File: config.mk
export PLATFORM = sky130hd
export DESIGN_NAME = sbqm_teller_dispatcher_flat
export DESIGN_NICKNAME = d
export VERILOG_FILES = /design/src/rtl/sbqm_pkg.sv /design/src/rtl/sbqm_teller_dispatcher_if.sv /design/src/rtl/sbqm_rr_arbiter.sv /design/src/rtl/sbqm_teller_dispatcher.sv /design/src/flat_wrapper.sv
export SDC_FILE = /design/constraint.sdc
export NUM_CORES = 1
export LEC_CHECK = 0
export CORE_MARGIN = 2
export CORE_UTILIZATION = 35
export DETAILED_ROUTE_END_ITERATION = 8
export PLACE_DENSITY = 0.58
export REMOVE_ABC_BUFFERS = 1
export SYNTH_ARGS = -nofsm -noshare
export SYNTH_HDL_FRONTEND = slang
export SYNTH_SLANG_ARGS = --single-unit
File: constraint.sdc
create_clock -name clck -period 2.7 [get_ports clck]
set_input_delay 0.54 -clock clck [delete_from_list [all_inputs] [get_ports clck]]
set_output_delay 0.54 -clock clck [all_outputs]
set_load 0.01 [all_outputs]
File: src/rtl/sbqm_pkg.sv
// Shared types and constants for the SBqM teller dispatcher.
// Holds the FSM state enum, teller count and round-robin helpers.
package sbqm_pkg;

  localparam int unsigned N_TELLERS = 3;
  localparam logic [1:0] CALL_IDLE = 2'd0;

  typedef enum logic [1:0] {
    StIdle,
    StAnnounce,
    StSettle
  } state_e;

  // Teller i is open when i < t_count.
  function automatic logic [N_TELLERS-1:0] open_mask(logic [1:0] t_count);
    logic [N_TELLERS-1:0] m;
    for (int unsigned i = 0; i < N_TELLERS; i++) begin
      m[i] = (i < 32'(t_count));
    end
    return m;
  endfunction

  // Candidate index k steps after ptr, wrapping over the tellers.
  function automatic logic [1:0] rr_idx(logic [1:0] ptr, int unsigned k);
    int unsigned s;
    s = (32'(ptr) + k) % N_TELLERS;
    return s[1:0];
  endfunction

endpackage

File: src/rtl/sbqm_teller_dispatcher_if.sv
// Queue/teller-side signal bundle of the dispatcher.
// master: the dispatcher itself; slave: the SBqM front end and tellers.
interface sbqm_teller_dispatcher_if #(
  parameter int unsigned SERVED_W = 8
);
  logic [1:0]          T_Count;
  logic                q_empt;
  logic [2:0]          teller_done;
  logic                q_pop;
  logic                call_valid;
  logic [1:0]          call_teller;
  logic [2:0]          teller_busy;
  logic [SERVED_W-1:0] served;

  modport master (
    input  T_Count, q_empt, teller_done,
    output q_pop, call_valid, call_teller, teller_busy, served
  );

  modport slave (
    output T_Count, q_empt, teller_done,
    input  q_pop, call_valid, call_teller, teller_busy, served
  );
endinterface

File: src/rtl/sbqm_rr_arbiter.sv
// Combinational 3-way round-robin picker.
// Searches req_i starting one past ptr_i, wrapping; the pointer lives in the parent.
module sbqm_rr_arbiter
  import sbqm_pkg::*;
(
  input  logic [N_TELLERS-1:0] req_i,
  input  logic [1:0]           ptr_i,
  output logic [1:0]           gnt_idx_o,
  output logic                 gnt_valid_o
);

  always_comb begin
    gnt_idx_o   = '0;
    gnt_valid_o = 1'b0;
    for (int unsigned k = 1; k <= N_TELLERS; k++) begin
      if (!gnt_valid_o && req_i[rr_idx(ptr_i, k)]) begin
        gnt_idx_o   = rr_idx(ptr_i, k);
        gnt_valid_o = 1'b1;
      end
    end
  end

endmodule

File: src/rtl/sbqm_teller_dispatcher.sv
// Teller dispatcher: pops the SBqM queue into a free open teller round-robin,
// shows the call for ANNOUNCE_CYC cycles, and tracks per-teller busy state.
module sbqm_teller_dispatcher
  import sbqm_pkg::*;
#(
  parameter int unsigned ANNOUNCE_CYC = 4,
  parameter int unsigned SERVED_W     = 8
) (
  input logic                     clck,
  input logic                     rst,
  sbqm_teller_dispatcher_if.master bus
);

  localparam int unsigned CntW = (ANNOUNCE_CYC > 1) ? $clog2(ANNOUNCE_CYC) : 1;
  localparam logic [CntW-1:0] CntLoad = CntW'(ANNOUNCE_CYC - 1);

  state_e                 state_q, state_d;
  logic [CntW-1:0]        cnt_q, cnt_d;
  logic [1:0]             rr_q, rr_d;
  logic [N_TELLERS-1:0]   busy_q, busy_d;
  logic [SERVED_W-1:0]    served_q, served_d;
  logic                   pop_q, pop_d;
  logic                   call_valid_q, call_valid_d;
  logic [1:0]             call_teller_q, call_teller_d;

  logic [N_TELLERS-1:0]   free;
  logic [1:0]             gnt_idx;
  logic                   gnt_valid;

  assign free = open_mask(bus.T_Count) & ~busy_q;

  sbqm_rr_arbiter u_arb (
    .req_i       (free),
    .ptr_i       (rr_q),
    .gnt_idx_o   (gnt_idx),
    .gnt_valid_o (gnt_valid)
  );

  always_comb begin
    state_d       = state_q;
    cnt_d         = cnt_q;
    rr_d          = rr_q;
    busy_d        = busy_q & ~bus.teller_done;
    served_d      = served_q;
    pop_d         = 1'b0;
    call_valid_d  = 1'b0;
    call_teller_d = CALL_IDLE;
    unique case (state_q)
      StIdle: begin
        if (!bus.q_empt && gnt_valid) begin
          state_d         = StAnnounce;
          cnt_d           = CntLoad;
          pop_d           = 1'b1;
          call_valid_d    = 1'b1;
          call_teller_d   = gnt_idx + 2'd1;
          rr_d            = gnt_idx;
          busy_d[gnt_idx] = 1'b1;
          if (served_q != '1) served_d = served_q + 1'b1;
        end
      end
      StAnnounce: begin
        // Last announce cycle drops the display; SETTLE lets the queue count settle.
        if (cnt_q == '0) begin
          state_d = StSettle;
        end else begin
          cnt_d         = cnt_q - 1'b1;
          call_valid_d  = 1'b1;
          call_teller_d = call_teller_q;
        end
      end
      StSettle: state_d = StIdle;
      default:  state_d = StIdle;
    endcase
  end

  always_ff @(posedge clck) begin
    if (!rst) begin
      state_q       <= StIdle;
      cnt_q         <= '0;
      rr_q          <= 2'd2;
      busy_q        <= '0;
      served_q      <= '0;
      pop_q         <= 1'b0;
      call_valid_q  <= 1'b0;
      call_teller_q <= CALL_IDLE;
    end else begin
      state_q       <= state_d;
      cnt_q         <= cnt_d;
      rr_q          <= rr_d;
      busy_q        <= busy_d;
      served_q      <= served_d;
      pop_q         <= pop_d;
      call_valid_q  <= call_valid_d;
      call_teller_q <= call_teller_d;
    end
  end

  assign bus.q_pop       = pop_q;
  assign bus.call_valid  = call_valid_q;
  assign bus.call_teller = call_teller_q;
  assign bus.teller_busy = busy_q;
  assign bus.served      = served_q;

endmodule

File: src/flat_wrapper.sv
// flat-port wrapper written by rule: the top's interface ports become plain ports
module sbqm_teller_dispatcher_flat import sbqm_pkg::*;
#(
  parameter int unsigned ANNOUNCE_CYC = 4,
  parameter int unsigned SERVED_W     = 8
)
  (clck, rst, bus_T_Count, bus_q_empt, bus_teller_done, bus_q_pop, bus_call_valid, bus_call_teller, bus_teller_busy, bus_served);
  sbqm_teller_dispatcher_if #(.SERVED_W(SERVED_W)) bus_i ();
  input logic clck;
  input logic rst;
  input wire logic [$bits(bus_i.T_Count)-1:0] bus_T_Count;
  input wire logic [$bits(bus_i.q_empt)-1:0] bus_q_empt;
  input wire logic [$bits(bus_i.teller_done)-1:0] bus_teller_done;
  output wire logic [$bits(bus_i.q_pop)-1:0] bus_q_pop;
  output wire logic [$bits(bus_i.call_valid)-1:0] bus_call_valid;
  output wire logic [$bits(bus_i.call_teller)-1:0] bus_call_teller;
  output wire logic [$bits(bus_i.teller_busy)-1:0] bus_teller_busy;
  output wire logic [$bits(bus_i.served)-1:0] bus_served;
  assign bus_i.T_Count = bus_T_Count;
  assign bus_i.q_empt = bus_q_empt;
  assign bus_i.teller_done = bus_teller_done;
  assign bus_q_pop = bus_i.q_pop;
  assign bus_call_valid = bus_i.call_valid;
  assign bus_call_teller = bus_i.call_teller;
  assign bus_teller_busy = bus_i.teller_busy;
  assign bus_served = bus_i.served;
  sbqm_teller_dispatcher #(.ANNOUNCE_CYC(ANNOUNCE_CYC), .SERVED_W(SERVED_W)) u_core (.clck(clck), .rst(rst), .bus(bus_i));
endmodule
==> flow_summary_export.csv, run 1 <==
group,metric,value,unit
outcome,status,"completed",
worst_setup_path,cp-end-kind,"register",
floorplan,dieArea,3910,sq um
timing,skew,0.00945,ns
worst_setup_path,critPathArrivalTime,2.77,ns
grt,first_global_vias,982,
logic_synthesis,dominantRegCellSynth,"dfxtp_1",
routing,first_pass_iters,4,
grt,grt_overflow,0,
clock_tree,ctsHoldBuffers,0,
cells_and_area,final_util,47.1,%
worst_setup_path,cp_top_family,"simple AND/OR/NAND/NOR gates",
worst_setup_path,criticalPathCategory,"reg -> reg",
clock_tree,cts_buffers,3,
placed_design,port_buffers,22,
logic_synthesis,synthAdderAreaFrac,8.36,%
timing,fmax,0.395,GHz
logic_synthesis,yosysUniqueCellTypes,42,
logic_synthesis,synth_edf_count,0,
placed_design,gp_congestion,0.923,
floorplan,start_util,36.2,%
logic_synthesis,synth.cell_area,1200,sq um
clock_tree,clock_latency,0.30,ns
logic_synthesis,avgSynthCellArea,8.94,sq um
clock_tree,clock-sinks,21,
worst_setup_path,cp_common_cell,"buf_4",
clock_tree,cts_setup_buffers,0,
worst_setup_path,max_stage_delay,0.43,ns
worst_setup_path,crit_chain,"inv_1 > ha_1 > and4bb_2 > a31oi_1 > a21boi_1 > buf_4 > a2111oi_4 > buf_4 > or4b_1 > o21ai_0",
routing,wirelength,2520,microns
timing,final_hold_viol_count,0,
worst_setup_path,r2r_cells,10,
timing,hold_slack,0.484,ns
logic_synthesis,ys_seq_elements,21,
flow_run,maxCapViolations,0,
clock_tree,cts_resized,0,
placed_design,place_area,1530,sq um
routing,ant_nets,0,
hold_path,min_path_cells,1,
cells_and_area,layout-drive-gt1-share,12.0,%
grt,grt_start_max_net_pins,15,
timing,fin_crit,2.53,ns
routing,vias,1060,
clock_tree,cts.path.max_buffers,2,
timing,finalMaxSlewViolations,0,
routing,drc,0,
cells_and_area,design_area,1560,sq um
power,power,978,uW
power,powerDensity,627,nW/um^2
clock_tree,cts_root_buf,"clkbuf_4",
cells_and_area,final_common_cell,"clkdlybuf4s50_1",
worst_setup_path,cp_num_cells,10,
clock_tree,cts.htree.levels,1,
logic_synthesis,synth_compound_gate_area_share,18.6,%
timing,fin_crit_sh,93.8,%
routing,wl_per_cell,11.8,microns
floorplan,io_pins,23,
floorplan,rows,21,
logic_synthesis,synth-simple-area-share,27.0,%
power,vdd_drop_max,0.213,mV
worst_setup_path,worst-path-buf-inv,3,
timing,slew_headroom,50.0,%
cells_and_area,syn2layout_area_growth,30.3,%
clock_tree,cts_tree,"done",
grt,antenna_found_initial,0,
floorplan,core,3310,sq um
worst_setup_path,cpMaxStageDelayCell,"or4b_1",
routing,drtIter0Drc,28,
worst_setup_path,crit_required,2.94,ns
clock_tree,clk_pin_slew,0.12,ns
grt,grt_pass1_wl,4220,microns
grt,grt_util_all_layers,13.2,%
timing,finalSetupViolCount,0,
logic_synthesis,ys_seq_area_share,35.1,%
logic_synthesis,synth_cells,134,
worst_setup_path,crit_fanout,11,
timing,grt_setup_unrepaired,"no",
placed_design,post-dp-hpwl,1900,microns
floorplan,die_y,62.5,microns
timing,tightest_slew,0.748,ns
placed_design,placed_cells,209,
worst_setup_path,worstSetupStartpointType,"register",
cells_and_area,final_cell_mix,"clkdlybuf4s50_1 (22), dfxtp_1 (21), nand2_1 (14), nor2_1 (13), buf_4 (11)",
routing,viasPerCell,4.98,
logic_synthesis,synth_top_family_by_area,"simple AND/OR/NAND/NOR gates",
logic_synthesis,async_reset_ff_share,0,%
hold_path,hold_path.class,"reg -> reg",
cells_and_area,antenna_cells,0,
cells_and_area,fin_cells,213,
logic_synthesis,synth_xor_area_share,0,%
power,p_leak,0.650,nW
logic_synthesis,synth_mux_area_share,5.85,%
cells_and_area,final_nets,184,
logic_synthesis,yosysWarnings,0,
floorplan,die_x,62.5,microns
[per-stage QoR]
stage	worst slack [ns]	TNS, ns
3_5_place_dp	-0.0987	-0.168
3_3_place_gp	-0.0420	-0.0533
5_1_grt	0.0177	0
4_1_cts	0.170	0
6_report	0.167	0
2_1_floorplan	0.0916	0
[final cells by class]
cell class	instances	area, sq um
clock buffer	4	26.3
sequential	21	420
timing repair buffer	33	303
fill	340	1750
multi-input combinational	99	716
tap	46	57.6
inverter	10	37.5
[where the power goes]
group	switching, mW	internal [mW]	total (mW)
sequential	0.0342	0.356	0.390
combinational	0.207	0.233	0.440
clock	0.0910	0.0574	0.148
total	0.332	0.646	0.978
[state kept, by name, indices dropped and copies added (netlist names)]
| register | cells |
|---|---|
| u_core.bus.teller_busy | 3 |
| u_core.rr_q | 2 |
| u_core.bus.call_teller | 2 |
| u_core.bus.call_valid | 1 |
| u_core.bus.served | 8 |
| u_core.cnt_q | 2 |
| u_core.state_q | 2 |
| u_core.bus.q_pop | 1 |
[cell usage after synthesis (all sizes together) (3+ instances only)]
| library cell | instances | area, sq um |
|---|---|---|
| nor3 | 3 | 15.0 |
| nand2 | 14 | 52.6 |
| a21oi | 3 | 15.0 |
| nor2b | 5 | 31.3 |
| nand2b | 5 | 31.3 |
| nor2 | 13 | 48.8 |
| and3b | 3 | 26.3 |
| dfxtp | 21 | 420 |
| a22oi | 3 | 22.5 |
| ha | 8 | 100 |
| mux2i | 7 | 70.1 |
| inv | 10 | 37.5 |
[final timing paths]
path                         from                   end  slack [ns]
setup / recovery   u_core.rr_q[0]  u_core.bus.served[0]        0.17
hold / removal    u_core.cnt_q[0]       u_core.cnt_q[0]        0.48
setup reg to reg   u_core.rr_q[0]  u_core.bus.served[0]        0.17
hold reg to reg   u_core.cnt_q[0]       u_core.cnt_q[0]        0.48
[cell families (layout without fill, tap and decap cells)]
group / count (synthesis) / after routing
and+or+nand+nor: 58 / 58
muxes: 7 / 7
adders and majority gates: 8 / 8
buffers and inverters: 14 / 47
DFF: 21 / 21
AOI/OAI and AO/OA: 26 / 26
[layer usage]
metal  global-route usage, %  share of wire (%)  wire length, microns
met4                    5.28               0.95                    24
met3                    2.34                4.3                   109
met5                       0                  0                     0
met2                    22.7                 48                  1210
met1                    16.2                 47                  1180
Power figures use the tool's default switching activity.
==> run 2, diff against run 1 <==
- PLACE_DENSITY: 0.58 -> 0.55
==> flow_summary_export.csv, run 2 (synthesis gave the netlist of run 1 again) <==
group,metric,value,unit
grt,met1_usage,17.5,%
cells_and_area,layout-drive-gt1-share,12.0,%
timing,finalMaxSlewViolations,0,
cells_and_area,final_util,47.1,%
grt,use_met2,23.4,%
floorplan,io_pins,23,
cells_and_area,n_fill_cell,342,
placed_design,post-dp-hpwl,1870,microns
timing,final_hold_viol_count,0,
routing,wl_per_cell,11.6,microns
hold_path,hold_path.class,"reg -> reg",
timing,skew,0.00117,ns
worst_setup_path,cp_common_cell,"ha_1",
floorplan,core,3310,sq um
power,powerDensity,626,nW/um^2
worst_setup_path,worstSetupStartpointType,"register",
clock_tree,clock-sinks,21,
cells_and_area,final_common_cell,"clkdlybuf4s50_1",
placed_design,port_buffers,22,
routing,drtIter0Drc,72,
clock_tree,cts_setup_buffers,0,
flow_run,maxCapViolations,0,
floorplan,start_util,36.2,%
grt,top_usage_layer,"met2",
power,p_leak,0.650,nW
worst_setup_path,worst-path-buf-inv,1,
floorplan,dieArea,3910,sq um
cells_and_area,largest_register_ffs,8,
grt,first_global_vias,1010,
clock_tree,cts_root_buf,"clkbuf_4",
floorplan,rows,21,
timing,setup_tns,0,ns
routing,vias,1056,
clock_tree,clk_pin_slew,0.12,ns
grt,grt_pass1_wl,4410,microns
worst_setup_path,cpMaxStageDelayCell,"dfxtp_1",
clock_tree,cts.htree.levels,1,
grt,grt_util_all_layers,13.7,%
timing,tightest_slew,0.735,ns
worst_setup_path,max_stage_delay,0.40,ns
worst_setup_path,r2r_setup_slack,0.22,ns
timing,fin_crit_sh,91.9,%
timing,fmax,0.403,GHz
clock_tree,clock_latency,0.30,ns
placed_design,place_area,1530,sq um
routing,ant_nets,0,
routing,drc,0,
worst_setup_path,crit_chain,"inv_1 > ha_1 > and4bb_2 > a31oi_1 > a21boi_1 > a32oi_1 > ha_1 > a22oi_1 > nor2_1",
routing,first_pass_iters,4,
grt,antenna_found_initial,0,
cells_and_area,final_nets,184,
worst_setup_path,cp-end-kind,"register",
clock_tree,cts_tree,"done",
routing,wirelength,2480,microns
timing,slew_headroom,50.9,%
worst_setup_path,cp_top_family,"compound AO/OA/AOI/OAI gates",
worst_setup_path,criticalPathCategory,"reg -> reg",
timing,fin_crit,2.48,ns
clock_tree,ctsHoldBuffers,0,
placed_design,gp_congestion,0.809,
grt,grt_start_max_net_pins,15,
outcome,status,"completed",
routing,viasPerCell,4.96,
clock_tree,cts_resized,0,
clock_tree,cts_buffers,3,
cells_and_area,syn2layout_area_growth,30.3,%
floorplan,die_y,62.5,microns
clock_tree,cts.path.max_buffers,2,
cells_and_area,antenna_cells,0,
worst_setup_path,crit_required,2.91,ns
grt,grt_overflow,0,
cells_and_area,final_cell_mix,"clkdlybuf4s50_1 (22), dfxtp_1 (21), nand2_1 (14), nor2_1 (13), buf_4 (11)",
worst_setup_path,crit_fanout,7,
floorplan,die_x,62.5,microns
worst_setup_path,critPathArrivalTime,2.69,ns
cells_and_area,design_area,1560,sq um
grt,gr-usage-met3,1.80,%
timing,grt_setup_unrepaired,"no",
power,vdd_drop_max,0.300,mV
timing,finalSetupViolCount,0,
[run 2: cell counts in the layout (fill, tap and decap cells not counted)]
No cell type changed its count.
[run 2: power breakdown]
| part | switching (mW) | leakage, nW | total (mW) | internal [mW] |
|---|---|---|---|---|
| logic | 0.206 | 0.463 | 0.434 | 0.227 |
| clock network | 0.0977 | 0.0150 | 0.155 | 0.0575 |
| registers | 0.0321 | 0.172 | 0.388 | 0.356 |
[run 2: layer usage]
layer / vias up / part of all wire (%)
met5: - / 0
li1: 540 / -
met4: 0 / 0.77
met1: 492 / 46
met2: 22 / 49
met3: 2 / 3.4
[run 2: layout make-up]
class	count	area (sq um)	area share, %
well taps	46	57.6	3.69
repair buffers	33	303	19.4
inverters	10	37.5	2.41
clock buffers	4	26.3	1.68
multi-input cells	99	716	45.9
flip-flops and latches	21	420	26.9
[run 2: worst reg2reg max path, stage by stage, from the launching register on]
cell and delay, ns:
dfxtp_1 0.40, inv_1 0.06, ha_1 0.38, and4bb_2 0.26
a31oi_1 0.14, a21boi_1 0.37, a32oi_1 0.22, ha_1 0.34
a22oi_1 0.18, nor2_1 0.05
[run 2: worst paths after layout]
check                  start  cells after the start                         to
min reg2reg  u_core.cnt_q[0]                      1            u_core.cnt_q[0]
max           u_core.rr_q[0]                      9  u_core.bus.call_teller[1]
min          u_core.cnt_q[0]                      1            u_core.cnt_q[0]
max reg2reg   u_core.rr_q[0]                      9  u_core.bus.call_teller[1]
[run 2: per-stage QoR]
step	power (mW)	setup slack (ns)	std cells	hold slack (ns)
3_3_place_gp	0.827	0.0280	209	0.463
3_5_place_dp	0.828	-0.0591	209	0.468
2_1_floorplan	0.661	0.0916	130	0.443
4_1_cts	0.984	0.213	213	0.488
5_1_grt	1.06	0.0701	213	0.525
6_report	0.977	0.220	213	0.487
==> run 3, diff against run 2 <==
- GPL_TIMING_DRIVEN: unset -> 0
==> flow_summary_export.csv, run 3 (synthesis gave the netlist of run 1 again) <==
group,metric,value,unit
outcome,status,"completed",
cells_and_area,final_util,47.5,%
timing,final_hold_viol_count,0,
placed_design,placed_cells,198,
clock_tree,clk_pin_slew,0.12,ns
cells_and_area,final_cell_mix,"clkdlybuf4s50_1 (22), dfxtp_1 (21), nand2_1 (14), nor2_1 (13), inv_1 (10)",
clock_tree,cts_root_buf,"clkbuf_4",
hold_path,hold_path.class,"reg -> reg",
floorplan,core,3310,sq um
timing,tightest_slew,0.772,ns
timing,fmax,0.394,GHz
placed_design,gp_congestion,0.792,
routing,drc,0,
placed_design,post-dp-hpwl,1810,microns
cells_and_area,final_common_cell,"clkdlybuf4s50_1",
routing,viasPerCell,5.08,
worst_setup_path,crit_required,2.94,ns
placed_design,place_area,1450,sq um
worst_setup_path,max_stage_delay,0.55,ns
timing,grt_setup_unrepaired,"no",
power,switching_share,35.1,%
cells_and_area,syn2layout_area_growth,31.5,%
cells_and_area,final_nets,180,
timing,finalSetupViolCount,0,
timing,slew_headroom,48.4,%
floorplan,rows,21,
clock_tree,cts.path.max_buffers,2,
power,intPower,667,uW
timing,fin_crit_sh,94.1,%
floorplan,dieArea,3910,sq um
floorplan,die_y,62.5,microns
timing,finalMaxSlewViolations,0,
clock_tree,cts_tree,"done",
power,powerDensity,652,nW/um^2
floorplan,io_pins,23,
placed_design,dpl_worst_slack,-0.648,ns
timing,finalWorstSetupSlack,0.161,ns
clock_tree,ctsHoldBuffers,0,
timing,skew,0.00354,ns
grt,grt_start_max_net_pins,16,
grt,grt_pass1_wl,4590,microns
worst_setup_path,cp-end-kind,"register",
timing,fin_crit,2.54,ns
clock_tree,clock_latency,0.30,ns
power,vdd_drop_max,0.204,mV
cells_and_area,antenna_cells,0,
floorplan,start_util,36.2,%
cells_and_area,n_fill_cell,356,
power,p_leak,0.640,nW
placed_design,port_buffers,22,
worst_setup_path,critPathArrivalTime,2.77,ns
grt,grt_util_all_layers,14.3,%
power,power,1.03,mW
grt,first_global_vias,1044,
cells_and_area,layout-drive-gt1-share,10.4,%
power,p_comb_share,47.2,%
routing,wirelength,2630,microns
cells_and_area,largest_register_ffs,8,
floorplan,die_x,62.5,microns
grt,grt_overflow,0,
worst_setup_path,crit_fanout,10,
worst_setup_path,cpMaxStageDelayCell,"clkdlybuf4s50_1",
worst_setup_path,crit_chain,"clkdlybuf4s50_1 > and3b_1 > mux2i_1 > o22a_1 > a2111oi_4 > buf_4 > or4b_1 > o21ai_0",
power,p_switching,360,uW
power,pwr-share-clk,14.7,%
clock_tree,cts_buffers,3,
clock_tree,cts.htree.levels,1,
worst_setup_path,worstSetupStartpointType,"input port",
routing,vias,1061,
grt,antenna_found_initial,0,
flow_run,maxCapViolations,0,
cells_and_area,fin_cells,209,
routing,ant_nets,0,
worst_setup_path,criticalPathCategory,"in -> reg",
clock_tree,clock-sinks,21,
cells_and_area,design_area,1570,sq um
routing,first_pass_iters,4,
routing,wl_per_cell,12.6,microns
power,p_seq_share,38.1,%
routing,drtIter0Drc,65,
[run 3: cell types whose count changed in the layout (fill, tap and decap cells not counted)]
cell / before / now
a2111oi_4: 1 / 2
buf_12: 0 / 1
a21boi_1: 1 / 0
a21boi_4: 0 / 1
buf_4: 11 / 5
[run 3: through the flow]
step	TNS, ns	hold slack (ns)
3_5_place_dp	-9.34	0.463
4_1_cts	0	0.485
5_1_grt	0	0.534
6_report	0	0.486
3_3_place_gp	-8.54	0.463
2_1_floorplan	0	0.443
[run 3: worst paths after layout]
check | slack (ns) | to | start | cells past startpoint
max | 0.16 | u_core.bus.served[0] | bus_T_Count[1] | 8
max reg2reg | 0.18 | u_core.bus.served[0] | u_core.rr_q[0] | 9
min reg2reg | 0.49 | u_core.cnt_q[0] | u_core.cnt_q[0] | 1
min | 0.49 | u_core.cnt_q[0] | u_core.cnt_q[0] | 1
[run 3: critical path, delay by kind of cell]
kind                   cells  cell delay (ns)
buffers and inverters      2             0.77
AO/OA/AOI/OAI              3             0.71
AND/OR/NAND/NOR            2             0.66
multiplexers               1             0.09
[run 3: area by class of cell]
| type | instances | area (sq um) | area share [%] |
|---|---|---|---|
| Sequential cell | 21 | 420 | 26.7 |
| Inverter | 10 | 37.5 | 2.38 |
| Multi-Input combinational cell | 100 | 754 | 47.9 |
| Tap cell | 46 | 57.6 | 3.66 |
| Timing Repair Buffer | 28 | 278 | 17.6 |
| Clock buffer | 4 | 26.3 | 1.67 |
[run 3: what timing repair did]
item,CTS,global route
hold endpoints to repair,0,0
setup endpoints to repair,19,12
gates resized for setup,2,1
setup buffers,0,6
pin swaps,1,2
gates cloned,1,0
[run 3: metal layers]
layer,GRT usage (%),routed length (microns),vias up
met3,1.80,65,2
met2,24.2,1280,19
met5,0,0,-
li1,-,-,539
met4,5.83,19,0
met1,18.4,1260,501
[run 3: power groups by stage]
stage	clock network, mW	registers, mW	logic (mW)
final	0.151	0.391	0.485
after global routing	0.174	0.399	0.539
after CTS	0.159	0.392	0.423
after detailed placement	0	0.395	0.388
after global placement	0	0.393	0.383
after floorplan	0	0.403	0.258
